===== config.mk =====
export PLATFORM = sky130hd
export DESIGN_NAME = mem_access_unit
export DESIGN_NICKNAME = d
export VERILOG_FILES = /design/src/rtl/mem_access_unit.sv
export SDC_FILE = /design/constraint.sdc
export NUM_CORES = 1
export LEC_CHECK = 0
export ABC_AREA = 0
export ABC_CLOCK_PERIOD_IN_PS = 4400
export BUFFER_PORTS_ARGS = -buffer_cell sky130_fd_sc_hd__buf_2
export CAP_MARGIN = 40
export CORE_UTILIZATION = 47
export DETAILED_ROUTE_END_ITERATION = 10
export PLACE_DENSITY = 0.8
export REMOVE_ABC_BUFFERS = 1
export SLEW_MARGIN = 30
export SYNTH_ARGS = -nofsm -noshare
export SYNTH_HDL_FRONTEND = slang
export SYNTH_SLANG_ARGS = --single-unit

===== constraint.sdc =====
create_clock -name clk -period 4.4 [get_ports clk]
set_input_delay 0.88 -clock clk [delete_from_list [all_inputs] [get_ports clk]]
set_output_delay 0.88 -clock clk [all_outputs]
set_load 0.05 [all_outputs]

===== src/rtl/mem_access_unit.sv =====
// MEM-stage data-memory initiator: turns a load/store request into one aligned
// dcache transaction and hands the raw read word and lane mask to writeback.
module mem_access_unit #(
  parameter int unsigned TIMEOUT = 0
) (
  input  logic        clk,
  input  logic        rst,
  input  logic        req_valid,
  input  logic        req_is_load,
  input  logic        req_is_store,
  input  logic [2:0]  funct3,
  input  logic [31:0] addr,
  input  logic [31:0] store_data,
  output logic        ready,
  output logic        done,
  output logic        fault,
  output logic [31:0] mdr_out,
  output logic [3:0]  rmask,
  output logic [3:0]  wmask,
  output logic        dmem_read,
  output logic        dmem_write,
  output logic [31:0] dmem_address,
  output logic [31:0] dmem_wdata,
  output logic [3:0]  dmem_byte_enable,
  input  logic        dmem_resp,
  input  logic [31:0] dmem_rdata
);

  typedef enum logic [1:0] {
    IDLE,
    ACCESS,
    DONE
  } state_t;

  state_t      r_state;
  logic [31:0] r_waitCount;
  logic        r_isLoad;

  logic [3:0]  w_mask;
  logic [31:0] w_wdata;
  logic        w_legal;
  logic        w_misaligned;
  logic        w_loadOnly;
  logic        w_fault;
  logic        w_accept;
  logic        w_timeoutHit;

  // Decode access size into lane mask, replicated store data and alignment check.
  always_comb begin
    w_mask       = 4'b0000;
    w_wdata      = store_data;
    w_legal      = 1'b0;
    w_misaligned = 1'b0;
    w_loadOnly   = 1'b0;
    unique case (funct3)
      3'b000, 3'b100: begin
        w_legal    = 1'b1;
        w_loadOnly = funct3[2];
        w_mask     = 4'b0001 << addr[1:0];
        w_wdata    = {4{store_data[7:0]}};
      end
      3'b001, 3'b101: begin
        w_legal      = 1'b1;
        w_loadOnly   = funct3[2];
        w_misaligned = addr[0];
        w_mask       = 4'b0011 << addr[1:0];
        w_wdata      = {2{store_data[15:0]}};
      end
      3'b010: begin
        w_legal      = 1'b1;
        w_misaligned = |addr[1:0];
        w_mask       = 4'b1111;
        w_wdata      = store_data;
      end
      default: begin
        w_legal = 1'b0;
      end
    endcase
  end

  assign w_fault = (req_is_load == req_is_store) || !w_legal || w_misaligned ||
                   (w_loadOnly && req_is_store);
  assign w_accept = req_valid && ready && (r_state == IDLE);
  assign w_timeoutHit = (TIMEOUT != 0) && (r_waitCount == 32'(TIMEOUT - 1));

  // Faulting requests skip the dcache entirely and go straight to the done pulse.
  always_ff @(posedge clk or posedge rst) begin
    if (rst) begin
      r_state          <= IDLE;
      r_waitCount      <= '0;
      r_isLoad         <= 1'b0;
      ready            <= 1'b1;
      done             <= 1'b0;
      fault            <= 1'b0;
      mdr_out          <= '0;
      rmask            <= '0;
      wmask            <= '0;
      dmem_read        <= 1'b0;
      dmem_write       <= 1'b0;
      dmem_address     <= '0;
      dmem_wdata       <= '0;
      dmem_byte_enable <= '0;
    end else begin
      unique case (r_state)
        IDLE: begin
          if (w_accept) begin
            ready        <= 1'b0;
            r_waitCount  <= '0;
            r_isLoad     <= req_is_load;
            mdr_out      <= '0;
            dmem_address <= {addr[31:2], 2'b00};
            if (w_fault) begin
              fault            <= 1'b1;
              done             <= 1'b1;
              rmask            <= '0;
              wmask            <= '0;
              dmem_byte_enable <= '0;
              dmem_wdata       <= '0;
              r_state          <= DONE;
            end else begin
              fault            <= 1'b0;
              rmask            <= req_is_load ? w_mask : 4'b0000;
              wmask            <= req_is_store ? w_mask : 4'b0000;
              dmem_byte_enable <= w_mask;
              dmem_wdata       <= req_is_store ? w_wdata : 32'h0;
              dmem_read        <= req_is_load;
              dmem_write       <= req_is_store;
              r_state          <= ACCESS;
            end
          end
        end
        ACCESS: begin
          // A response arriving on the timeout cycle still completes normally.
          if (dmem_resp) begin
            dmem_read  <= 1'b0;
            dmem_write <= 1'b0;
            if (r_isLoad) begin
              mdr_out <= dmem_rdata;
            end
            done    <= 1'b1;
            r_state <= DONE;
          end else if (w_timeoutHit) begin
            dmem_read  <= 1'b0;
            dmem_write <= 1'b0;
            fault      <= 1'b1;
            done       <= 1'b1;
            r_state    <= DONE;
          end else begin
            r_waitCount <= r_waitCount + 32'd1;
          end
        end
        DONE: begin
          done    <= 1'b0;
          ready   <= 1'b1;
          r_state <= IDLE;
        end
        default: begin
          done    <= 1'b0;
          ready   <= 1'b1;
          r_state <= IDLE;
        end
      endcase
    end
  end

endmodule


==> metrics.md, run 1 <==
| Metric | Value |
|---|---|
| Predominant post-synthesis flop cell | `dfrtp_1` |
| Cell Chain, Critical Path | `buf_2, and3b_4, nor4b_4, nand2_1, o31ai_1` |
| Remaining DRCs | `0` |
| # H-tree levels | `4` |
| Root buffer cell | `clkbuf_8` |
| WP data required | `about 4.8 ns` |
| Crit start category | `primary input` |
| Setup crit end kind | `flip-flop` |
| RD Place Congestion | `slightly above 0.8` |
| Max Fanout on Critical Path | `40` |
| Ys Warns | `0` |
| Post-synthesis register bit count | `roughly 110` |
| TNS Setup | `0 ns` |
| Final Hold Fails | `0` |
| Clock transition at path regs | `0.06 ns` |
| Max_slew headroom | `49.05%` |
| Clock network power share | `27.6%` |
| R2r worst-path depth | `4` |
| Clock Path Buffers | `2` |
| Pre-antenna DRT Iters | `5` |
| N_diodes | `0` |
| Max Slew Vio Count | `0` |
| Post-DRT Antenna Nets | `0` |
| Switching Share | `45.40%` |
| Largest net degree at the start of global routing | `65` |
| Num Clock Sinks | `about 110` |
| Fmax | `approximately 370 MHz` |
| Worst r2r dst | `dmem_read` |
| Die ar. | `10920 um^2` |
| Largest family of logic cells by synthesized area | `simple AND/OR/NAND/NOR gates` |
| Delay-heaviest family, CP | `simple AND/OR/NAND/NOR gates` |
| Setup-failing EPs final | `0` |
| Rows | `37` |
| TritonCTS clock tree | `done` |
| Max Cap Viol | `0` |
| Crit Path Class | `in -> reg` |
| Share of cells above drive strength 1 | `between 30% and 40%` |
| Syn Area/Cell | `between 9 and 10 um^2` |
| # hold bufs at CTS | `0` |
| Async set or reset register ratio after synthesis | `between 90% and 100%` |
| Number of synthesized flops with an enable pin | `0` |
| Starting Density | `48.26%` |
| Setup Buffers After CTS | `0` |
| Grt ovf | `0` |
| Synth Area in Simple Gates | `20.78%` |
| Sequential share of power | `33.2%` |
| Mux contribution to synthesized area | `3.827%` |
| R2R setup slack | `2.45 ns` |
| Global-route wire length before repair | `between 20000 and 25000 um` |
| Period minus WS final | `2.713 ns` |
| HP Class | `in -> async` |
| Net switching power | `about 2000 uW` |
| DR WL/cell | `14.36 um` |
| Total GRT Usage | `between 20 and 25%` |
| Post-Synth XOR/XNOR Area | `0%` |
| Fin nets | `832` |
| Die height | `104.5 um` |
| Outcome | `finished clean` |
| Comb power frac | `39.1%` |
| Crit-path max cell delay | `0.56 ns` |
| Die width | `104.5 um` |
| CP startpoint | `funct3[1]` |
| CP Capture Point | `dmem_wdata[16]` |
| Final WL | `around 13000 um` |
| VDD IR max | `between 0.4 and 0.5 mV` |
| Crit path max-delay cell type | `buf_2` |
| I/O Buffers | `215` |
| Area of the core | `10230 um^2` |
| Hold slack | `0.3898 ns` |
| Top-area cell type share of the netlist area | `57.27%` |
| Period utilization | `61.65%` |
| PD cells | `646.7 nW/um^2` |
| Adder-cell share of the synthesized area | `0%` |
| Iter 0 DRT Violations | `286` |
| IO Count | `218` |
| Yosys cell types | `37` |
| Fillers | `about 900` |
| Clock Latency Late Sink | `0.50 ns` |
| Cell-internal power | `2353 uW` |
| Least-Margin Pin Slew | `0.7624 ns` |
| Pleak | `0.003504 uW` |
| Compound-gate portion of the synthesized area | `between 10 and 15%` |
| Final Power | `about 4300 uW` |
| Area growth from synthesis to layout | `34.95%` |
| Worst r2r src | `ready` |
| Post-DP HPWL | `8827 um` |
| Worst endpoint data arrival time | `3.10 ns` |
| Worst path depth | `5` |
| Post-synthesis cell count | `521` |
| Cell taking the most area after synthesis | `dfrtp_1` |
| Post-CTS sizing | `0` |
| RSZ-0062 raised after global routing | `false` |
| Worst Skew | `0.01488 ns` |
| Vias in the first global route | `4392` |
| Initial antenna violation count | `0` |
| Top cells by area, synth | `dfrtp_1, nand2_1, o21ai_0` |
| Worst Path Buf+Inv | `1` |
| TritonCTS Buffers | `17` |
| DR vias/cell | `4.991` |
| Via count | `4372` |
| Netlist Area Pre-Place | `slightly below 5000 um^2` |
| Seq/Total Area, Yosys | `around 58%` |
[how the worst min path moves through the flow]
stage                  endpoint        startpoint
2_1_floorplan          r_isLoad          r_isLoad
3_3_place_gp   dmem_address[26]  dmem_address[26]
3_5_place_dp   dmem_address[18]  dmem_address[18]
6_report       dmem_address[23]               rst
4_1_cts        dmem_address[23]               rst
5_1_grt        dmem_address[23]               rst
[layer usage]
metal / wire [um] / vias to the layer above / GRT usage [%] / share of wire, %
li1: - / 2138 / - / -
met2: 6423 / 141 / 41.53 / 51
met1: 5291 / 2075 / 30.28 / 42
met3: 642 / 18 / 5.514 / 5.1
met5: 0 / - / 0 / 0
met4: 221 / 0 / 10.00 / 1.8
[area by class of cell]
type                            instances  area, um^2  area share [%]
Tap cell                              136       170.2           2.554
Clock buffer                           17       414.1           6.216
Inverter                                3       13.76          0.2066
Clock inverter                         15       112.6           1.690
Multi-Input combinational cell        369        1953           29.31
Sequential cell                       114        2854           42.84
Timing Repair Buffer                  222        1145           17.18
[worst register-to-register path: stages, from the launching register on]
cell and delay [ns]:
dfstp_2 0.59, nor4bb_4 0.33, buf_4 0.46, o211ai_1 0.27, mux2i_1 0.17
[flip-flops by register name, summed over array words and instances, names as in the netlist, 2 cells and up]
signal	flops
wmask	4
dmem_address	30
mdr_out	32
r_state	2
dmem_wdata	32
dmem_byte_enable	4
rmask	4
[cells in the final DEF (no fill, tap or decap), types with 6 or more instances in the layout]
cell	Yosys	routed
o31ai_2	10	10
nor2b_1	15	14
buf_2	2	215
mux2i_1	11	11
o21ai_0	53	53
o31ai_1	24	24
mux2_2	7	7
clkinvlp_4	0	6
dfrtp_1	113	113
clkbuf_16	0	16
nand2_1	213	213
nor2_1	7	7
[power groups by stage]
stage          Combinational, uW  Sequential, uW  Clock, uW
2_1_floorplan                420            2240          0
3_3_place_gp                1650            1430          0
3_5_place_dp                1700            1440          0
4_1_cts                     1700            1430       1210
5_1_grt                     1800            1460       1260
6_report                    1690            1430       1190
[logic make-up after synthesis]
group,count (synthesis)
other,1
DFF,114
muxes,18
buffers and inverters,39
and+or+nand+nor,247
AOI/OAI and AO/OA,102
[Yosys cell counts (2+ instances only)]
| cell | n |
|---|---|
| nand2_1 | 213 |
| dfrtp_1 | 113 |
| o21ai_0 | 53 |
| clkbuf_1 | 27 |
| o31ai_1 | 24 |
| nor2b_1 | 15 |
| mux2i_1 | 11 |
| o31ai_2 | 10 |
| mux2_2 | 7 |
| nor2_1 | 7 |
| buf_1 | 4 |
| a21oi_1 | 3 |
| inv_1 | 3 |
| a21boi_0 | 2 |
| buf_2 | 2 |
| buf_4 | 2 |
| nand2b_1 | 2 |
| nand3_1 | 2 |
| o21a_1 | 2 |
| or3b_2 | 2 |
[metrics by stage]
step                      setup WS (ns)  area, um^2  utilization, %  std cells
final                             1.687        6663           65.12        876
after global routing              1.461        6663           65.12        876
after CTS                         1.678        6663           65.12        876
after detailed placement          1.194        6136           59.97        844
after global placement            1.328        6105           59.67        842
after floorplan                 -0.4126        4788               -        486
No activity file was read; power rests on OpenSTA's default activity.
==> run 2, diff against run 1 <==
- ABC_CLOCK_PERIOD_IN_PS: 4400 -> 2700
- clock period: 4.4 -> 2.7 ns (I/O delays scaled with it)
==> run 2 against run 1 <==
Compared with the run above: global-route usage up 1.1 points; clock-buffer cell count is 7 higher; critical endpoint is now ready; highest routed layer unchanged; clock skew shrank 0.0028 ns; register-to-register slack lost 1.7 ns; utilization up 0.44 points; sequential share of layout area is 0.29 points lower; first-iteration DRC count down 9.8%; sequential power is 64% higher; non-clock buffer count up 5.
==> metrics.md, run 2 (same netlist as run 1, synthesis figures left out) <==
| Metric | Value |
|---|---|
| RD Place Congestion | `0.8452 (+2.8%)` |
| Pre-antenna DRT Iters | `5 (unchanged)` |
| Crit start category | `flip-flop` |
| Worst path depth | `1 (-4)` |
| R2R setup slack | `0.80 ns (-1.65 ns)` |
| Most frequent cells in the layout | `buf_2, nand2_1, dfrtp_1` |
| Die ar. | `10920 um^2 (unchanged)` |
| HP Class | `in -> async` |
| Worst endpoint data arrival time | `1.39 ns (-1.71 ns)` |
| R2r worst-path depth | `4 (unchanged)` |
| # H-tree levels | `4 (unchanged)` |
| Final Hold Fails | `0 (unchanged)` |
| Biggest regs | `dmem_wdata: 32 flops, mdr_out: 32 flops, dmem_address: 30 flops` |
| Crit path max-delay cell type | `dfstp_2` |
| Least-Margin Pin Slew | `0.6605 ns (-0.1019 ns)` |
| Outcome | `finished clean` |
| TritonCTS Buffers | `17 (unchanged)` |
| Share of cells above drive strength 1 | `37.95% (-0.15 points)` |
| DR WL/cell | `14.83 um (+3.3%)` |
| Worst Path Buf+Inv | `1 (unchanged)` |
| Crit Path Class | `reg -> out` |
| Final Util | `65.56% (+0.44 points)` |
| WP data required | `2.16 ns (-2.62 ns)` |
| Worst r2r dst | `dmem_read` |
| Cell-internal power | `4000 uW (+70%)` |
| Switching Share | `43.63% (-1.8 points)` |
| Setup-failing EPs final | `0 (unchanged)` |
| Period utilization | `71.54%` |
| Remaining DRCs | `0 (unchanged)` |
| Area of the core | `10230 um^2 (unchanged)` |
| Clock Path Buffers | `2 (unchanged)` |
| Sequential share of power | `33.0% (-0.2 points)` |
| Comb power frac | `38.7% (-0.4 points)` |
| Clock transition at path regs | `0.05 ns (about the same)` |
| Iter 0 DRT Violations | `258 (-9.8%)` |
| IO Count | `218 (unchanged)` |
| Initial antenna violation count | `1 (+1)` |
| Final Power | `7096 uW (+65%)` |
| Non-filler cells, final | `880 (+0.46%)` |
| RSZ-0062 raised after global routing | `false` |
| Worst r2r src | `ready` |
| TritonCTS clock tree | `done` |
| Global-route wire length before repair | `21590 um (+3.0%)` |
| I/O Buffers | `215 (unchanged)` |
| Post-CTS sizing | `0 (unchanged)` |
| TNS Setup | `0 ns (unchanged)` |
| Clock network power share | `28.4% (+0.8 points)` |
| Setup Buffers After CTS | `0 (unchanged)` |
| Largest net degree at the start of global routing | `65 (unchanged)` |
| Most common cell after layout, fill and taps aside | `buf_2` |
| Pleak | `0.003552 uW (+1.4%)` |
| Grt ovf | `0 (unchanged)` |
| Delay-heaviest family, CP | `flip-flops` |
| Setup crit end kind | `output pin` |
| Crit-path max cell delay | `0.59 ns (+0.03 ns)` |
| Die height | `104.5 um (unchanged)` |
| DR vias/cell | `5.035 (+0.89%)` |
| Root buffer cell | `clkbuf_8` |
| VDD IR max | `0.7396 mV (+70%)` |
| Cell Chain, Critical Path | `buf_2` |
| Rows | `37 (unchanged)` |
| Starting Density | `48.26% (unchanged)` |
| Num Clock Sinks | `114 (unchanged)` |
| Max_slew headroom | `55.97% (+6.9 points)` |
| Period minus WS final | `1.932 ns` |
| Die width | `104.5 um (unchanged)` |
| Via count | `4431 (+1.3%)` |
| Post-DP HPWL | `9116 um (+3.3%)` |
| Fmax | `517.7 MHz` |
| Post-DRT Antenna Nets | `0 (unchanged)` |
| PD cells | `1058 nW/um^2 (+64%)` |
| Max Slew Vio Count | `0 (unchanged)` |
| Net switching power | `3096 uW (+58%)` |
| Fin nets | `837 (+0.60%)` |
| Clock Latency Late Sink | `0.51 ns (about the same)` |
| Placed cell count | `849 (+0.59%)` |
| Area growth from synthesis to layout | `35.86%` |
| Total GRT Usage | `25.59% (+1.1 points)` |
| Final WL | `13050 um (+3.7%)` |
| Worst Skew | `0.01204 ns (-0.002836 ns)` |
| Max Cap Viol | `0 (unchanged)` |
| Vias in the first global route | `4449 (+1.3%)` |
| # hold bufs at CTS | `0 (unchanged)` |
| Max Fanout on Critical Path | `5 (-88%)` |
[run 2: cell count changes in the layout (fill, tap and decap cells not counted), sizes merged]
| cell | delta |
|---|---|
| buf | +5 |
| bufinv | +1 |
| clkbuf | +7 |
| clkinv | -1 |
| clkinvlp | -6 |
| diode | +1 |
| inv | -3 |
[run 2: power groups by stage]
stage / Clock (uW) / Sequential [uW] / Combinational (uW)
6_report: 2010 / 2340 / 2740
5_1_grt: 2160 / 2390 / 2940
4_1_cts: 2050 / 2340 / 2770
3_5_place_dp: 0 / 2350 / 2770
3_3_place_gp: 0 / 2340 / 2710
2_1_floorplan: 0 / 3650 / 685
[run 2: area by class of cell]
class,instances,area (um^2)
clock inverters,6,55.05
flip-flops and latches,114,2854
diodes,1,2.502
well taps,136,170.2
repair buffers,227,1179
multi-input cells,369,1953
clock buffers,24,480.5
fillers,863,3523
inverters,3,13.76
[run 2: worst reg2reg max path: stages, from the launching register on]
cell,delay [ns]
dfstp_2,0.59
nor4bb_4,0.32
buf_4,0.45
o211ai_1,0.26
mux2i_1,0.17
[run 2: worst max-delay path by stage]
stage | to | start
final | ready | ready
after global routing | dmem_read | ready
after CTS | ready | ready
after detailed placement | dmem_wdata[27] | funct3[1]
after global placement | dmem_wdata[25] | funct3[1]
after floorplan | fault | ready
[run 2: metal layers]
layer | share of wire, % | track usage, % | vias to the layer above
li1 | - | - | 2147
met1 | 40 | 29.55 | 2104
met2 | 52 | 42.95 | 160
met3 | 6.1 | 7.832 | 20
met4 | 2.4 | 12.86 | 0
met5 | 0 | 0 | -
[run 2: through the flow]
| step | hold slack, ns | setup WS, ns | area [um^2] |
|---|---|---|---|
| final | 0.1346 | 0.7684 | 6708 |
| after CTS | 0.1359 | 0.7396 | 6705 |
| after detailed placement | 0.4566 | 0.4110 | 6170 |
| after floorplan | 0.4495 | -2.061 | 4788 |
| after global routing | 0.1624 | 0.6397 | 6708 |
| after global placement | 0.4540 | 0.5580 | 6170 |
==> run 3, diff against run 2 <==
- ABC_CLOCK_PERIOD_IN_PS: 2700 -> 1600
- CORE_UTILIZATION: 47 -> 43
- PLACE_DENSITY: 0.8 -> 0.77
- clock period: 2.7 -> 1.6 ns (I/O delays scaled with it)
==> run 3 against run 2 <==
Compared with the run above: worst hold slack worse by 0.037 ns; global-route usage fell by 2.9 points; sequential cell count stayed put; setup slack lost 0.72 ns; wire length is 2.8% higher; critical path type unchanged.
==> metrics.md, run 3 (same netlist as run 1, synthesis figures left out) <==
| Metric | Value |
|---|---|
| Outcome | `finished clean` |
| Period utilization | `96.82%` |
| Multi-input gate area | `1961 um^2 (+0.38%)` |
| Iter 0 DRT Violations | `310 (+20%)` |
| Worst Setup Slack, final | `0.05092 ns (-0.7175 ns)` |
| Met3 Use GR | `6.635% (-1.2 points)` |
| Setup-failing EPs final | `0 (unchanged)` |
| Worst r2r src | `ready` |
| Num Clock Sinks | `114 (unchanged)` |
| Most common cell after layout, fill and taps aside | `buf_2` |
| Fmax | `645.5 MHz` |
| Worst Skew | `0.006443 ns (-0.005599 ns)` |
| Starting Density | `44.76% (-3.5 points)` |
| Least-Margin Pin Slew | `0.5082 ns (-0.1523 ns)` |
| Setup crit end kind | `output pin` |
| Crit start category | `flip-flop` |
| Sequential cell area | `2854 um^2 (unchanged)` |
| Min-Delay Endpoint | `dmem_address[16]` |
| Share of cells above drive strength 1 | `39.79% (+1.8 points)` |
| TritonCTS clock tree | `done` |
| DR vias/cell | `5.028 (-0.15%)` |
| Crit Path Class | `reg -> out` |
| IO Count | `218 (unchanged)` |
| Largest net degree at the start of global routing | `65 (unchanged)` |
| Max Cap Viol | `0 (unchanged)` |
| M1 GR Usage | `27.26% (-2.3 points)` |
| Clock transition at path regs | `0.06 ns (about the same)` |
| Root buffer cell | `clkbuf_16` |
| Final WL | `13410 um (+2.8%)` |
| Hold Crit Start | `addr[16]` |
| Fin nets | `852 (+1.8%)` |
| Clock Path Buffers | `2 (unchanged)` |
| Final Hold Fails | `0 (unchanged)` |
| Remaining DRCs | `0 (unchanged)` |
| Cell Chain, Critical Path | `buf_4, buf_8` |
| I/O Buffers | `215 (unchanged)` |
| Max_slew headroom | `65.82% (+9.8 points)` |
| Clock Latency Late Sink | `0.41 ns (-0.10 ns)` |
| Vias in the first global route | `4289 (-3.6%)` |
| Pre-CTS setup slack | `-0.2060 ns (-0.6169 ns)` |
| PD cells | `1818 nW/um^2 (+72%)` |
| Worst endpoint data arrival time | `1.23 ns (-0.16 ns)` |
| M2 GR Usage | `37.56% (-5.4 points)` |
| R2r worst-path depth | `5 (+1)` |
| Pre-antenna DRT Iters | `6 (+1)` |
| Die width | `109.2 um (+4.5%)` |
| Die height | `109.2 um (+4.5%)` |
| RSZ-0062 raised after global routing | `true` |
| HP Class | `in -> reg` |
| VDD IR max | `1.238 mV (+67%)` |
| Grt ovf | `0 (unchanged)` |
| Max Slew Vio Count | `0 (unchanged)` |
| Initial antenna violation count | `0 (-1)` |
| RD Place Congestion | `0.7941 (-6.0%)` |
| Crit path max-delay cell type | `dfstp_2` |
| Delay-heaviest family, CP | `flip-flops` |
| Non-filler cells, final | `899 (+2.2%)` |
| Post-DP HPWL | `9401 um (+3.1%)` |
| Rows | `38 (+2.7%)` |
| Global-route wire length before repair | `20360 um (-5.7%)` |
| Pleak | `0.003705 uW (+4.3%)` |
| Most frequent cells in the layout | `buf_2, nand2_1, dfrtp_1` |
| Die ar. | `11910 um^2 (+9.1%)` |
| Total GRT Usage | `22.64% (-2.9 points)` |
| Max Fanout on Critical Path | `4 (-1)` |
| TritonCTS Buffers | `17 (unchanged)` |
| # H-tree levels | `4 (unchanged)` |
| Area growth from synthesis to layout | `42.88%` |
| R2R setup slack | `0.07 ns (-0.73 ns)` |
| Final Util | `63.95% (-1.6 points)` |
| Worst path depth | `2 (+1)` |
| Worst r2r dst | `mdr_out[30]` |
| Area of the core | `11030 um^2 (+7.8%)` |
| GRT busiest layer | `met2` |
| DR WL/cell | `14.92 um (+0.62%)` |
| Crit-path max cell delay | `0.53 ns (-0.06 ns)` |
| Fillers | `915 (+6.0%)` |
| Worst Path Buf+Inv | `2 (+1)` |
| N_diodes | `0 (-1)` |
| Biggest regs | `dmem_wdata: 32 flops, mdr_out: 32 flops, dmem_address: 30 flops` |
| WP data required | `1.28 ns (-0.88 ns)` |
| Period minus WS final | `~1.5 ns` |
| Placed cell count | `864 (+1.8%)` |
| Cell count of the worst hold path | `3` |
| Post-DRT Antenna Nets | `0 (unchanged)` |
| Via count | `4520 (+2.0%)` |
-- run 3: cell count changes in the layout (fill, tap and decap cells not counted), moves of 2 or more --
cell,delta
o21ai_0,-13
clkbuf_16,+2
bufinv_16,+3
clkinv_4,+3
clkinv_2,-3
clkbuf_1,-3
clkbuf_8,-4
clkinvlp_4,+4
o21ai_1,+13
buf_12,+8
buf_4,+4
-- run 3: final cells by class --
class	instances	area share (%)
inverter	3	0.1951
clock buffer	18	6.226
multi-input combinational	369	27.79
tap	140	2.483
timing repair buffer	242	20.20
sequential	114	40.46
clock inverter	13	2.643
-- run 3: routing by layer --
layer | part of all wire (%) | up-vias
met3 | 6.1 | 19
met2 | 50 | 164
met5 | 0 | -
met4 | 1.6 | 0
li1 | - | 2185
met1 | 42 | 2152
-- run 3: worst reg2reg max path, delay by kind of cell (launching register included) --
| kind | cells | cell delay (ns) |
|---|---|---|
| flops | 1 | 0.53 |
| compound gates | 2 | 0.44 |
| simple gates | 1 | 0.11 |
| buf+inv | 2 | 0.35 |
-- run 3: through the flow --
step	cell area (um^2)	total power [uW]	hold WS [ns]	TNS (ns)
2_1_floorplan	4788	7324	0.4254	-401.78
3_3_place_gp	6357	8688	0.2953	-1.354
3_5_place_dp	6357	8794	0.3050	-4.659
4_1_cts	7018	12870	0.08578	0
5_1_grt	7054	13460	0.09460	-0.3548
6_report	7054	12830	0.09795	0
-- run 3: worst max-delay path by stage --
stage	from	endpoint	slack, ns
finish	ready	ready	0.05
detailed placement	ready	dmem_wdata[29]	-0.21
global placement	funct3[1]	dmem_wdata[26]	-0.06
global route	ready	dmem_wdata[29]	-0.03
floorplan	ready	fault	-3.16
CTS	ready	dmem_wdata[29]	0.02
-- run 3: power by group --
group          internal (uW)  leakage, uW  switching (uW)
clock                   2630     0.000294            1320
sequential              3550      0.00152             352
combinational           1230      0.00189            3730
total                   7420      0.00370            5410
-- run 3: timing repair --
action | CTS | global route
resized for setup | 5 | 16
setup buffers | 1 | 2
pin swaps | 2 | 6
hold buffers | 1 | 0
gates cloned | 1 | 1
hold endpoints to repair | 18 | 0
setup endpoints to repair | 37 | 26
